**src/rtl/run_ctrl_pkg.sv**
```systemverilog
// Shared types and constants for the run-control stage that gates the
// processor core with a single-cycle clock enable.
package run_ctrl_pkg;

  localparam int CNT_W_DEF = 16;
  localparam int ADDR_W    = 16;

  typedef enum logic [1:0] {
    RS_RUN   = 2'd0,
    RS_BREAK = 2'd1,
    RS_HALT  = 2'd2
  } run_state_t;

endpackage

```
**src/rtl/run_ctrl_if.sv**
```systemverilog
// Board-side controls and debug outputs of run_ctrl, bundled for port use.
interface run_ctrl_if #(
  parameter int CNT_W = 16
);
  import run_ctrl_pkg::*;

  logic              manual;
  logic              step_btn;
  logic              tick;
  logic              resume;
  logic              hlt;
  logic              bp_en;
  logic [ADDR_W-1:0] bp_addr;
  logic [ADDR_W-1:0] pc;
  logic              proc_en;
  logic              exec;
  logic              run;
  logic              brk;
  logic [CNT_W-1:0]  cycle_cnt;

  modport master (
    output manual, step_btn, tick, resume, hlt, bp_en, bp_addr, pc,
    input  proc_en, exec, run, brk, cycle_cnt
  );

  modport slave (
    input  manual, step_btn, tick, resume, hlt, bp_en, bp_addr, pc,
    output proc_en, exec, run, brk, cycle_cnt
  );

endinterface

```
**src/rtl/run_ctrl_edge_rise.sv**
```systemverilog
// One-bit rising-edge detector. History resets high so a level already
// asserted while clr is low never produces a rise.
module edge_rise (
  input  logic clk,
  input  logic clr,
  input  logic level,
  output logic rise
);

  logic hist;

  always_ff @(posedge clk) begin
    if (!clr) hist <= 1'b1;
    else      hist <= level;
  end

  assign rise = level & ~hist;

endmodule

```
**src/rtl/run_ctrl.sv**
```systemverilog
// Run control: turns step-button / prescaler rises into one-cycle processor
// enables, qualified by halt and a PC breakpoint, and counts enabled cycles.
module run_ctrl
  import run_ctrl_pkg::*;
#(
  parameter int CNT_W = CNT_W_DEF
) (
  input logic       clk,
  input logic       clr,
  run_ctrl_if.slave bus
);

  logic             step_rise;
  logic             tick_rise;
  logic             resume_rise;
  logic             src_rise;
  logic             bp_hit;

  run_state_t       state;
  run_state_t       state_nxt;
  logic             pen_nxt;
  logic             skip_set;

  logic             proc_en;
  logic             exec;
  logic             skip;
  logic [CNT_W-1:0] cnt;

  function automatic logic [CNT_W-1:0] sat_inc(input logic [CNT_W-1:0] v);
    return (&v) ? v : v + 1'b1;
  endfunction

  edge_rise u_step   (.clk(clk), .clr(clr), .level(bus.step_btn), .rise(step_rise));
  edge_rise u_tick   (.clk(clk), .clr(clr), .level(bus.tick),     .rise(tick_rise));
  edge_rise u_resume (.clk(clk), .clr(clr), .level(bus.resume),   .rise(resume_rise));

  // Mode only selects which rise counts, so switching it cannot fabricate a pulse.
  assign src_rise = bus.manual ? step_rise : tick_rise;
  assign bp_hit   = bus.bp_en & (bus.pc == bus.bp_addr) & ~skip;

  always_ff @(posedge clk) begin
    if (!clr) state <= RS_RUN;
    else      state <= state_nxt;
  end

  always_comb begin
    state_nxt = state;
    pen_nxt   = 1'b0;
    skip_set  = 1'b0;
    case (state)
      RS_RUN: begin
        if (bus.hlt)       state_nxt = RS_HALT;
        else if (bp_hit)   state_nxt = RS_BREAK;
        else if (src_rise) pen_nxt   = 1'b1;
      end
      RS_BREAK: begin
        if (bus.hlt) begin
          state_nxt = RS_HALT;
        end else if (resume_rise) begin
          state_nxt = RS_RUN;
          skip_set  = 1'b1;
          pen_nxt   = src_rise;
        end
      end
      RS_HALT: state_nxt = RS_HALT;
      default: state_nxt = RS_RUN;
    endcase
  end

  always_comb begin
    bus.run = (state == RS_RUN);
    bus.brk = (state == RS_BREAK);
  end

  // skip holds off a re-break on the resumed PC until that instruction executes.
  always_ff @(posedge clk) begin
    if (!clr) begin
      proc_en <= 1'b0;
      exec    <= 1'b1;
      skip    <= 1'b0;
      cnt     <= '0;
    end else begin
      proc_en <= pen_nxt;
      if (proc_en) exec <= 1'b0;
      if (skip_set)     skip <= 1'b1;
      else if (proc_en) skip <= 1'b0;
      if (proc_en) cnt <= sat_inc(cnt);
    end
  end

  assign bus.proc_en   = proc_en;
  assign bus.exec      = exec;
  assign bus.cycle_cnt = cnt;

endmodule
```
**src/flat_wrapper.sv**
```systemverilog
// flat-port wrapper written by rule: the top's interface ports become plain ports
module run_ctrl_flat import run_ctrl_pkg::*;
#(
  parameter int CNT_W = CNT_W_DEF
)
  (clk, clr, bus_manual, bus_step_btn, bus_tick, bus_resume, bus_hlt, bus_bp_en, bus_bp_addr, bus_pc, bus_proc_en, bus_exec, bus_run, bus_brk, bus_cycle_cnt);
  run_ctrl_if #(.CNT_W(CNT_W)) bus_i ();
  input logic clk;
  input logic clr;
  input wire logic [$bits(bus_i.manual)-1:0] bus_manual;
  input wire logic [$bits(bus_i.step_btn)-1:0] bus_step_btn;
  input wire logic [$bits(bus_i.tick)-1:0] bus_tick;
  input wire logic [$bits(bus_i.resume)-1:0] bus_resume;
  input wire logic [$bits(bus_i.hlt)-1:0] bus_hlt;
  input wire logic [$bits(bus_i.bp_en)-1:0] bus_bp_en;
  input wire logic [$bits(bus_i.bp_addr)-1:0] bus_bp_addr;
  input wire logic [$bits(bus_i.pc)-1:0] bus_pc;
  output wire logic [$bits(bus_i.proc_en)-1:0] bus_proc_en;
  output wire logic [$bits(bus_i.exec)-1:0] bus_exec;
  output wire logic [$bits(bus_i.run)-1:0] bus_run;
  output wire logic [$bits(bus_i.brk)-1:0] bus_brk;
  output wire logic [$bits(bus_i.cycle_cnt)-1:0] bus_cycle_cnt;
  assign bus_i.manual = bus_manual;
  assign bus_i.step_btn = bus_step_btn;
  assign bus_i.tick = bus_tick;
  assign bus_i.resume = bus_resume;
  assign bus_i.hlt = bus_hlt;
  assign bus_i.bp_en = bus_bp_en;
  assign bus_i.bp_addr = bus_bp_addr;
  assign bus_i.pc = bus_pc;
  assign bus_proc_en = bus_i.proc_en;
  assign bus_exec = bus_i.exec;
  assign bus_run = bus_i.run;
  assign bus_brk = bus_i.brk;
  assign bus_cycle_cnt = bus_i.cycle_cnt;
  run_ctrl #(.CNT_W(CNT_W)) u_core (.clk(clk), .clr(clr), .bus(bus_i));
endmodule
```
**config.mk**
```make
export PLATFORM = sky130hd
export DESIGN_NAME = run_ctrl_flat
export DESIGN_NICKNAME = d
export VERILOG_FILES = /design/src/rtl/run_ctrl_pkg.sv /design/src/rtl/run_ctrl_if.sv /design/src/rtl/run_ctrl_edge_rise.sv /design/src/rtl/run_ctrl.sv /design/src/flat_wrapper.sv
export SDC_FILE = /design/constraint.sdc
export NUM_CORES = 1
export LEC_CHECK = 0
export ABC_CLOCK_PERIOD_IN_PS = 3600
export CAP_MARGIN = 40
export CORE_ASPECT_RATIO = 0.8
export CORE_UTILIZATION = 45
export DETAILED_ROUTE_END_ITERATION = 7
export GPL_TIMING_DRIVEN = 0
export PLACE_DENSITY = 0.95
export SYNTH_ARGS = -nofsm -noshare
export SYNTH_HDL_FRONTEND = slang
export SYNTH_HIERARCHICAL = 1
export SYNTH_SLANG_ARGS = --single-unit
```
**constraint.sdc**
```tcl
create_clock -name clk -period 3.6 [get_ports clk]
set_input_delay 0.72 -clock clk [delete_from_list [all_inputs] [get_ports clk]]
set_output_delay 0.72 -clock clk [all_outputs]
set_load 0.02 [all_outputs]
```
==> results_dict.tcl <==
set metrics [dict create \
    ys_types 39 \
    synth_commonest_cells "dfxtp_1 (24), nand2_1 (16), xor2_1 (16), a21oi_1 (10)" \
    period_minus_slack_ns 2.24 \
    critPathCaptureType "output pin" \
    cts_buffers 3 \
    antenna_left 0 \
    hold_end "u_core/bus.exec" \
    clockBufferDepth 2 \
    drt_iter0_drc 97 \
    use_met3_pct 5.13 \
    max_freq_ghz 0.446 \
    ys_warn_count 6 \
    critPathRequiredTime_ns 2.88 \
    drive_above_1_share_pct 5.99 \
    worstHoldStart "u_core/bus.exec" \
    worst_clock_skew_ns 0.00269 \
    power.density_nw_per_um2 252 \
    antenna_cells 0 \
    arrival_ns 1.52 \
    yosysTopAreaCellShare_pct 35.4 \
    core_sq_um 2810 \
    dpl.hpwl_microns 2610 \
    drc 0 \
    synth_most_common_cell "dfxtp_1" \
    synthesis.nets 196 \
    wl_per_cell_microns 13.5 \
    cts_sinks 24 \
    area_delta_synth_final_pct 50.0 \
    gr-total-overflow 0 \
    final_hold_viol_count 0 \
    gr-usage-met2_pct 41.1 \
    htree_levels 1 \
    rows 17 \
    path_cells "nor2b_1, clkdlybuf4s50_1" \
    grt_setup_unrepaired "no" \
    antenna_found_initial 0 \
    fin_nets 260 \
    first_global_vias 1374 \
    grtUsageTotal_pct 22.7 \
    holdWs_ns 0.484 \
    worst_pin_slew_ns 0.668 \
    crit_fanout 6 \
    critical_path.startpoint_type "flip-flop" \
    routed_wl_microns 3450 \
    max_stage_delay_ns 0.65 \
    clk_pin_slew_ns 0.08 \
    drv_cap 0 \
    first_pass_iters 4 \
    cts_root_buf "clkbuf_8" \
    top_level_ports 60 \
    cpMaxStageDelayCell "clkdlybuf4s50_1" \
    tns_ns 0 \
    die_x_microns 63.4 \
    routed_via_density 5.51 \
    drv_slew 0 \
    synth-seq-cells 24 \
    hold_buffers 0 \
    grt_first_pass_wirelength_microns 5750 \
    rrSetupSlack_ns 1.78 \
    worstHoldPathCells 1 \
    syn_inst 155 \
    syn_area_per_cell_sq_um 8.77 \
    leakagePower_nw 0.715 \
    cts_tree "done" \
    slew-limit-headroom_pct 55.1 \
    crit_type "reg -> out" \
    dieHeight_microns 51.2 \
    start_util_pct 48.4 \
    layout_worst_path_cycle_share_pct 62.3 \
    cts-resized-gates 0 \
    globalplace.congestion 0.823 \
    grt_max_degree 13 \
    synth-seq-area-share_pct 35.4 \
    hp-class "reg -> reg" \
    insertion_delay_ns 0.26 \
    cts_setup_buffers 0 \
    fin_util_pct 72.6 \
    status "finished, final reports clean" \
    vias 1405 \
    yosysTopAreaCell "dfxtp_1" \
    peakVddDrop_mv 0.129 \
    port_buffers 59 \
    die-area_sq_um 3240 \
    synthesis.area_sq_um 1360 \
    synth-main-ff-cell "dfxtp_1" \
    async_flop_share_pct 0 \
    r2r_start "u_core/bus.cycle_cnt[0]" \
    yosys-top-cells-area "dfxtp_1 (35%), xor2_1 (10%), mux2i_1 (5.9%)" \
    grtUsageMet1_pct 26.9 \
    setup_violations 0 \
    rr_endpoint "u_core/bus.cycle_cnt[12]" \
    grt_most_used_layer "met2" \
    synth_edf_count 0 \
    reg2regPathDepth 5 \
]
[sequential cells by signal, indices dropped and copies added, names as in the netlist]
register and cells:
u_core/bus.cycle_cnt 16, u_core/state 2, u_core/bus.exec 1, u_core/bus.proc_en 1
u_core/skip 1, u_core/u_resume/hist 1, u_core/u_step/hist 1, u_core/u_tick/hist 1
[through the flow]
stage               power [mW]  area [sq um]  cells  worst slack, ns
floorplan                0.307          1360    155             1.90
global placement         0.360          2000    252             1.42
detailed placement       0.363          2000    252             1.33
CTS                      0.517          2040    255             1.35
global route             0.532          2040    255             1.30
finish                   0.513          2040    255             1.36
[where the power goes]
| part | switching, mW | total [mW] | internal, mW |
|---|---|---|---|
| clock network | 0.0819 | 0.157 | 0.0749 |
| logic | 0.0285 | 0.0849 | 0.0564 |
| registers | 0.00313 | 0.272 | 0.268 |
| total | 0.114 | 0.513 | 0.400 |
[final cells by class]
| cell class | instances | area (sq um) |
|---|---|---|
| plain buffers | 4 | 32.5 |
| clock buffers | 3 | 41.3 |
| fillers | 209 | 769 |
| inverters | 5 | 18.8 |
| multi-input cells | 122 | 827 |
| flip-flops and latches | 24 | 480 |
| well taps | 38 | 47.5 |
| repair buffers | 59 | 591 |
[per-layer routing]
metal	up-vias	routed length, microns
met5	-	0
met4	0	44
met3	10	225
met2	66	1650
met1	640	1530
li1	689	-
[how the worst max path moves through the flow]
stage / cells after the start / slack, ns / start / endpoint
floorplan: 4 / 1.90 / u_core/bus.cycle_cnt[4] / u_core/bus.cycle_cnt[13]
global placement: 6 / 1.42 / clr / u_core/bus.proc_en
detailed placement: 6 / 1.33 / clr / u_core/bus.proc_en
CTS: 2 / 1.35 / u_core/state[0] / bus_brk
global route: 2 / 1.30 / u_core/state[0] / bus_brk
finish: 2 / 1.36 / u_core/state[0] / bus_brk
[worst max-delay path: cells and delay by family, from the launching register on]
family / cells / cell delay, ns
and+or+nand+nor: 1 / 0.20
buffers and inverters: 1 / 0.65
DFF: 1 / 0.41
[placed cells by master (no fill, tap or decap), types with 5 or more instances in the layout]
master	Yosys	layout
clkdlybuf4s50_1	0	59
nand3_1	8	8
nand4_1	5	5
a21oi_1	10	10
dfxtp_1	24	24
nand2b_1	8	8
nand2_1	16	16
mux2i_1	8	8
nor4_1	6	6
xor2_1	16	16
nor3_1	5	5
[logic make-up after synthesis]
group           after synthesis  synth area share [%]
flops                        24                  35.4
simple gates                 70                  30.8
compound gates               26                  12.2
mux                           9                  6.72
fa+ha+maj                     1                 0.921
buf+inv                       9                  3.77
xor+xnor                     16                  10.3
(Power assumes the default switching activity.)
